===== src/rtl/serial_pkg.sv =====
// Shared definitions for the serial transmitter and its matching receiver.
package serial_pkg;

    // Frame phases, in the order they appear on the line.
    typedef enum logic [2:0] {
        IDLE,
        START,
        DATA,
        PARITY,
        STOP
    } tx_state_e;

    // Line levels for the idle/stop condition and for the start bit.
    localparam logic IDLE_LEVEL  = 1'b1;
    localparam logic START_LEVEL = 1'b0;

endpackage


===== src/rtl/serial_tx_bit_timer.sv =====
// Bit-period timer: counts CLKS_PER_BIT clock cycles while enabled and flags
// the last cycle of each serial bit.
module bit_timer #(
    parameter int CLKS_PER_BIT = 4
) (
    input  logic clk_i,
    input  logic rst_i,
    input  logic en_i,
    output logic bit_end_o
);

    localparam int CNT_W = (CLKS_PER_BIT > 1) ? $clog2(CLKS_PER_BIT) : 1;
    localparam logic [CNT_W-1:0] LAST_CNT = CNT_W'(CLKS_PER_BIT - 1);

    logic [CNT_W-1:0] cnt_q;
    logic [CNT_W-1:0] cnt_d;

    // The strobe marks the final cycle of the current bit; the counter restarts
    // from zero there, so it never runs past the bit boundary.
    assign bit_end_o = en_i && (cnt_q == LAST_CNT);

    // Next count: held at zero while idle, wraps at the end of each bit.
    always_comb begin
        cnt_d = cnt_q;
        if (!en_i || bit_end_o) begin
            cnt_d = '0;
        end else begin
            cnt_d = cnt_q + CNT_W'(1);
        end
    end

    // Cycle counter register.
    always_ff @(posedge clk_i or posedge rst_i) begin
        if (rst_i) begin
            cnt_q <= '0;
        end else begin
            cnt_q <= cnt_d;
        end
    end

endmodule


===== src/rtl/serial_tx.sv =====
// Serial transmitter: start bit, DATA_W data bits LSB first, optional even
// parity bit, stop bit. The line output is registered and idles high.
module serial_tx
    import serial_pkg::*;
#(
    parameter int DATA_W       = 8,
    parameter int CLKS_PER_BIT = 4,
    parameter int PARITY_EN    = 1
) (
    input  logic              clk,
    input  logic              rst,
    input  logic              tx_valid,
    input  logic [DATA_W-1:0] tx_data,
    output logic              tx_ready,
    output logic              sdo,
    output logic              busy,
    output logic              done
);

    localparam int BIT_W = (DATA_W > 1) ? $clog2(DATA_W) : 1;
    localparam logic [BIT_W-1:0] LAST_BIT = BIT_W'(DATA_W - 1);

    tx_state_e         state_q;
    tx_state_e         state_d;
    logic [DATA_W-1:0] shift_q;
    logic [DATA_W-1:0] shift_d;
    logic [BIT_W-1:0]  bit_cnt_q;
    logic [BIT_W-1:0]  bit_cnt_d;
    logic              parity_q;
    logic              parity_d;
    logic              sdo_q;
    logic              sdo_d;
    logic              bit_end;
    logic              timer_en;
    logic              accept;

    assign timer_en = (state_q != IDLE);
    assign accept   = tx_valid && (state_q == IDLE);

    assign tx_ready = (state_q == IDLE);
    assign busy     = (state_q != IDLE);
    assign done     = (state_q == STOP) && bit_end;
    assign sdo      = sdo_q;

    bit_timer #(
        .CLKS_PER_BIT(CLKS_PER_BIT)
    ) u_bit_timer (
        .clk_i    (clk),
        .rst_i    (rst),
        .en_i     (timer_en),
        .bit_end_o(bit_end)
    );

    // Frame sequencing: latch word and parity on acceptance, step through the
    // phases on each bit_end, shifting the payload down one bit per data bit.
    always_comb begin
        state_d   = state_q;
        shift_d   = shift_q;
        bit_cnt_d = bit_cnt_q;
        parity_d  = parity_q;
        case (state_q)
            IDLE: begin
                if (accept) begin
                    state_d   = START;
                    shift_d   = tx_data;
                    parity_d  = ^tx_data;
                    bit_cnt_d = '0;
                end
            end
            START: begin
                if (bit_end) begin
                    state_d = DATA;
                end
            end
            DATA: begin
                if (bit_end) begin
                    if (bit_cnt_q == LAST_BIT) begin
                        bit_cnt_d = '0;
                        state_d   = (PARITY_EN != 0) ? PARITY : STOP;
                    end else begin
                        bit_cnt_d = bit_cnt_q + BIT_W'(1);
                        shift_d   = shift_q >> 1;
                    end
                end
            end
            PARITY: begin
                if (bit_end) begin
                    state_d = STOP;
                end
            end
            STOP: begin
                if (bit_end) begin
                    state_d = IDLE;
                end
            end
            default: begin
                state_d = IDLE;
            end
        endcase
    end

    // Line level for the next cycle, derived from the next phase so that the
    // registered output lines up with the phase it belongs to.
    always_comb begin
        sdo_d = IDLE_LEVEL;
        case (state_d)
            START:   sdo_d = START_LEVEL;
            DATA:    sdo_d = shift_d[0];
            PARITY:  sdo_d = parity_d;
            default: sdo_d = IDLE_LEVEL;
        endcase
    end

    // State, payload, counters and line output registers.
    always_ff @(posedge clk or posedge rst) begin
        if (rst) begin
            state_q   <= IDLE;
            shift_q   <= '0;
            bit_cnt_q <= '0;
            parity_q  <= 1'b0;
            sdo_q     <= IDLE_LEVEL;
        end else begin
            state_q   <= state_d;
            shift_q   <= shift_d;
            bit_cnt_q <= bit_cnt_d;
            parity_q  <= parity_d;
            sdo_q     <= sdo_d;
        end
    end

endmodule


===== config.mk =====
export PLATFORM = sky130hd
export DESIGN_NAME = serial_tx
export DESIGN_NICKNAME = d
export VERILOG_FILES = /design/src/rtl/serial_pkg.sv /design/src/rtl/serial_tx_bit_timer.sv /design/src/rtl/serial_tx.sv
export SDC_FILE = /design/constraint.sdc
export NUM_CORES = 1
export LEC_CHECK = 0
export CAP_MARGIN = 30
export CORE_UTILIZATION = 55
export CTS_CLUSTER_DIAMETER = 40
export CTS_CLUSTER_SIZE = 30
export DETAILED_ROUTE_END_ITERATION = 12
export PLACE_DENSITY = 0.81
export SETUP_SLACK_MARGIN = 0.4
export SLEW_MARGIN = 10
export SYNTH_ARGS = -nofsm -noshare
export SYNTH_HDL_FRONTEND = slang
export SYNTH_HIERARCHICAL = 1
export SYNTH_SLANG_ARGS = --single-unit

===== constraint.sdc =====
create_clock -name clk -period 5.19 [get_ports clk]
set_input_delay 1.038 -clock clk [delete_from_list [all_inputs] [get_ports clk]]
set_output_delay 1.038 -clock clk [all_outputs]
set_load 0.01 [all_outputs]

# After elaboration in Yosys (flattened, before gate mapping)
# Cells that the tools add are included.
# op_classes
addsub	2
n_eq_ne	12
mux	19
n_reduce_logical	11
# ops
op	count
2-to-1 mux 3 bit	9
2-to-1 mux 8 bit	3
one-hot mux 8 bit (2 select lines)	1
one-hot mux 3 bit (5 select lines)	1
== test 3 x 2 -> 1 bit, second input constant	4
XOR reduction 8 bit	1
== test 3 x 1 -> 1 bit, second input constant	2
== test 3 bit, second input constant	2
one-hot mux 3 bit (2 select lines)	1
!= test 2 bit, second input constant	2
AND reduction 4 bit	1
adder 3 x 1 -> 3 bit, second input constant	1
logical AND 1 bit	3
zero test 3 bit	1
one-hot mux 1 bit (3 select lines)	1
AND reduction 3 bit	1
nonzero test 3 bit	1
adder 2 x 1 -> 2 bit, second input constant	1
== test 2 bit, second input constant	1
2-to-1 mux 1 bit	2
2-to-1 mux 2 bit	1
!= test 2 x 1 -> 1 bit, second input constant	1
nonzero test 2 bit	1
zero test 1 bit	1
logical OR 1 bit	1
# word_totals
register_bits	18
input_bits	11
out_inout_bits	4
wordCells	51

# Logic depth before layout (Yosys ltp)
# depth
ltp_word	6
depth_mapped	8
ltp_nobuf	6

# Modules after synthesis
# Netlist, hierarchy kept.
# modules_own_cells
mod	instances	cells_per_inst	area_per_inst_um2	seq_area_each_um2
serial_tx	1	83	890.9	401.6
bit_timer	1	7	95.1	50.0

# Worst setup path before layout
# OpenSTA, ideal clock, no wires.
# synth_path
kind	register -> output
start	reg state_q[1]
end	out done
t_arrival_ns	1.691
t_required_ns	4.152
path_slack_ns	2.461
path_stages_with_launch	6
n_path_buf	2
cell_sequence	dfrtp_1 buf_2 or3_2 and2_2 clkbuf_1 and3_2
# synth_between
elab_chain_len	3
elab_cells_between_ends	4
cone_classes	eq/ne (1); reduce/logical (3)
# synth_rtl
item	line	source
start: declaration	serial_tx.sv:23	tx_state_e state_q;
start signal: assignment	serial_tx.sv:123	state_q <= state_d;
nonzero test 3 bit	n/a	
net busy	serial_tx.sv:16	output logic busy,
logical AND 1 bit	serial_tx_bit_timer.sv:20	assign bit_end_o = en_i && (cnt_q == LAST_CNT);
net bit_end	serial_tx.sv:33	logic bit_end;
logical AND 1 bit	serial_tx.sv:42	assign done = (state_q == STOP) && bit_end;
end: declaration	serial_tx.sv:17	output logic done
# The timed path passes the listed nets, and every way through them passes these cells.

# Worst setup path after layout
# layout_path
start	reg state_q[1]
end	out done
# layout_between
elab_chain_len	3
elab_cells_between_ends	4
cone_classes	eq/ne (1); reduce/logical (3)
# layout_rtl
item	line	source
nonzero test 3 bit	serial_tx.sv:37	assign timer_en = (state_q != IDLE);
logical AND 1 bit	serial_tx_bit_timer.sv:20	
net bit_end	serial_tx.sv:33	
logical AND 1 bit	serial_tx.sv:42	
# The timed path passes the listed nets, and every way through them passes these cells.

==> flow_metrics.tcl <==
set metrics [dict create \
    status "finished clean" \
    slew_headroom_pct 57.6 \
    die-area_um2 1970 \
    hold_viol 0 \
    io_pins 15 \
    tightest_slew_ps 635 \
    grt_max_degree 17 \
    dpl_cell_area_um2 1120 \
    path_cells "or3_2 -> and2_2 -> and3_2 -> clkdlybuf4s50_1" \
    cts_made_buffers 3 \
    grt_pass1_wl_um 3010 \
    yosysUniqueCellTypes 36 \
    critical_path_class "flop to output pin" \
    fmax_ghz 0.299 \
    use_met3_pct 6.53 \
    gp_congestion 0.856 \
    synth.area.top_cells "dfrtp_1, xnor2_1, a222oi_1, inv_1, ha_1" \
    drc_errors 0 \
    drive_above_1_share_pct 13.5 \
    synth_edf_count 0 \
    cp_top_family "simple AND/OR/NAND/NOR gates" \
    holdPathEnd "u_bit_timer/cnt_q[0]" \
    die_x_um 44.3 \
    regToRegSetupSlack_ps 2940 \
    cpMaxStageDelayCell "or3_2" \
    syn_to_final_growth_pct 16.8 \
    postCtsResizedCells 0 \
    place_inst 123 \
    critical_path_arrival_ps 2310 \
    ff2ff_path_depth 6 \
    skew_ps 13.7 \
    ys_ff_latch 18 \
    use_met1_pct 27.0 \
    path_clk_slew_ps 90 \
    grt_pass1_vias 703 \
    critical_path_required_ps 4150 \
    cts_max_level 1 \
    yosysSeqAreaShare_pct 45.8 \
    worstSetupEndpointType "output pin" \
    top_usage_layer "met2" \
    grt.overflow.total 0 \
    ys_warn_count 6 \
    cp-start-kind "flop" \
    clockBufferDepth 2 \
    stdcell_count 128 \
    vias 692 \
    setup_violations 0 \
    synthesis.nets 104 \
    ys_top_cells_by_count "dfrtp_1, inv_1, xnor2_1" \
    fillCellCount 117 \
    first_pass_iters 4 \
    core_area_um2 1590 \
    rows 14 \
    met2_usage_pct 34.1 \
    cp_slowest_stage_delay_ps 570 \
    vias_per_cell 5.41 \
    vdd_drop_max_mv 0.350 \
    fp.dieH_um 44.3 \
    antenna_left 0 \
    cts_hold_buffers 0 \
    reg2reg_from "state_q[1]" \
    synth_top_cell_by_area "dfrtp_1" \
    critPathMaxFanout 13 \
    dpl.hpwl_um 1220 \
    min_path_type "flop to flop" \
    root_buffer "clkbuf_4" \
    synth_area_um2 986 \
    initial_utilization_pct 61.9 \
    n_antenna_cell 0 \
    postCtsSetupRepairBufs 0 \
    syn_inst 90 \
    wl_um 1730 \
    grt_setup_unrepaired "false" \
    setup_tns_ps 0 \
    finalCriticalPeriod_ps 3350 \
    final_area_um2 1150 \
    maxSlewViolCount 0 \
    holdPathStages 1 \
    cts.sinks 18 \
    avgSynthCellArea_um2 11.0 \
    crit_cells 4 \
    p_leak_uw 0.000530 \
    period_share_pct 64.5 \
    antenna_found_initial 0 \
    wire_per_inst_um 13.5 \
    synth_most_common_cell "dfrtp_1" \
    power.density_nw_per_um2 468 \
    r2r_end "shift_q[6]" \
    crit_buf_inv 1 \
    max-cap-violations 0 \
    netlist.area_leader.share_pct 43.1 \
    synth-main-ff-cell "dfrtp_1" \
    drtIter0Drc 25 \
    grt_use_total_pct 21.7 \
    cts_tree "done" \
    async_flop_share_pct 100 \
    clock_latency_ps 300 \
    hp-start "u_bit_timer/cnt_q[0]" \
    port_buffers 14 \
    nNetsFinal 119 \
]
## stage by stage
stage	total power (uW)	hold WS [ps]	utilization (%)	setup slack, ps
floorplan	416	429	-	2460
CTS	541	466	71.7	1840
detailed placement	470	453	70.1	2140
global route	580	470	72.2	1740
finish	539	459	72.2	1840
global placement	458	437	70.1	2200
## cells by family (layout without fill, tap and decap cells)
group	Yosys count	after routing	share of synthesized area (%)
XOR/XNOR	7	7	6.22
adder cells (fa/ha/maj)	3	3	3.81
buffers and inverters	17	31	8.50
multiplexers	2	2	2.16
flip-flops	18	18	45.8
AO/OA/AOI/OAI	21	21	17.4
AND/OR/NAND/NOR	22	22	16.1
## cell usage in the layout, fill, tap and decap left out
cell type / instances
a21boi_0: 1
a21oi_1: 2
a222oi_1: 6
a22o_1: 1
a22o_2: 1
a31oi_1: 1
and2_2: 1
and3_1: 1
and3_2: 1
and3b_1: 3
clkbuf_1: 1
clkbuf_4: 4
clkdlybuf4s50_1: 14
dfrtp_1: 17
dfstp_2: 1
ha_1: 3
inv_1: 12
mux2_2: 1
mux2i_1: 1
nand2_1: 3
nand2b_1: 2
nand3_1: 2
nor2_1: 4
nor2b_1: 1
nor3b_2: 1
nor4_4: 1
nor4b_2: 1
o21ai_0: 2
o21ai_1: 2
o21bai_1: 1
o221ai_2: 1
o31a_1: 2
o32ai_1: 1
or3_2: 1
xnor2_1: 7
## registers in the layout, indices dropped and copies added (netlist names)
signal             count
shift_q                8
bit_cnt_q              3
state_q                3
u_bit_timer/cnt_q      2
parity_q               1
sdo                    1
## layer usage
metal	up-vias	part of all wire, %
met5	-	0
met3	4	3.5
met1	322	47
met4	0	1.9
li1	352	-
met2	14	47
## power by group
part / internal (uW) / leakage (uW) / switching (uW)
combinational: 115 / 0.000292 / 103
sequential: 201 / 0.000223 / 47.4
clock: 29.9 / 0.0000150 / 42.5
## layout make-up
| cell class | count | area, um^2 | area share (%) |
|---|---|---|---|
| sequential | 18 | 452 | 39.2 |
| multi-input combinational | 55 | 450 | 39.1 |
| timing repair buffer | 15 | 148 | 12.8 |
| inverter | 12 | 45.0 | 3.91 |
| tap | 24 | 30.0 | 2.61 |
| clock buffer | 4 | 26.3 | 2.28 |
## worst max-delay path by stage
stage                     from    to  slack [ps]
finish              state_q[1]  done        1840
global route        state_q[1]  done        1740
global placement    state_q[1]  done        2200
floorplan           state_q[1]  done        2460
detailed placement    tx_valid   sdo        2140
CTS                 state_q[1]  done        1840
No activity file was read; power rests on OpenSTA's default activity.
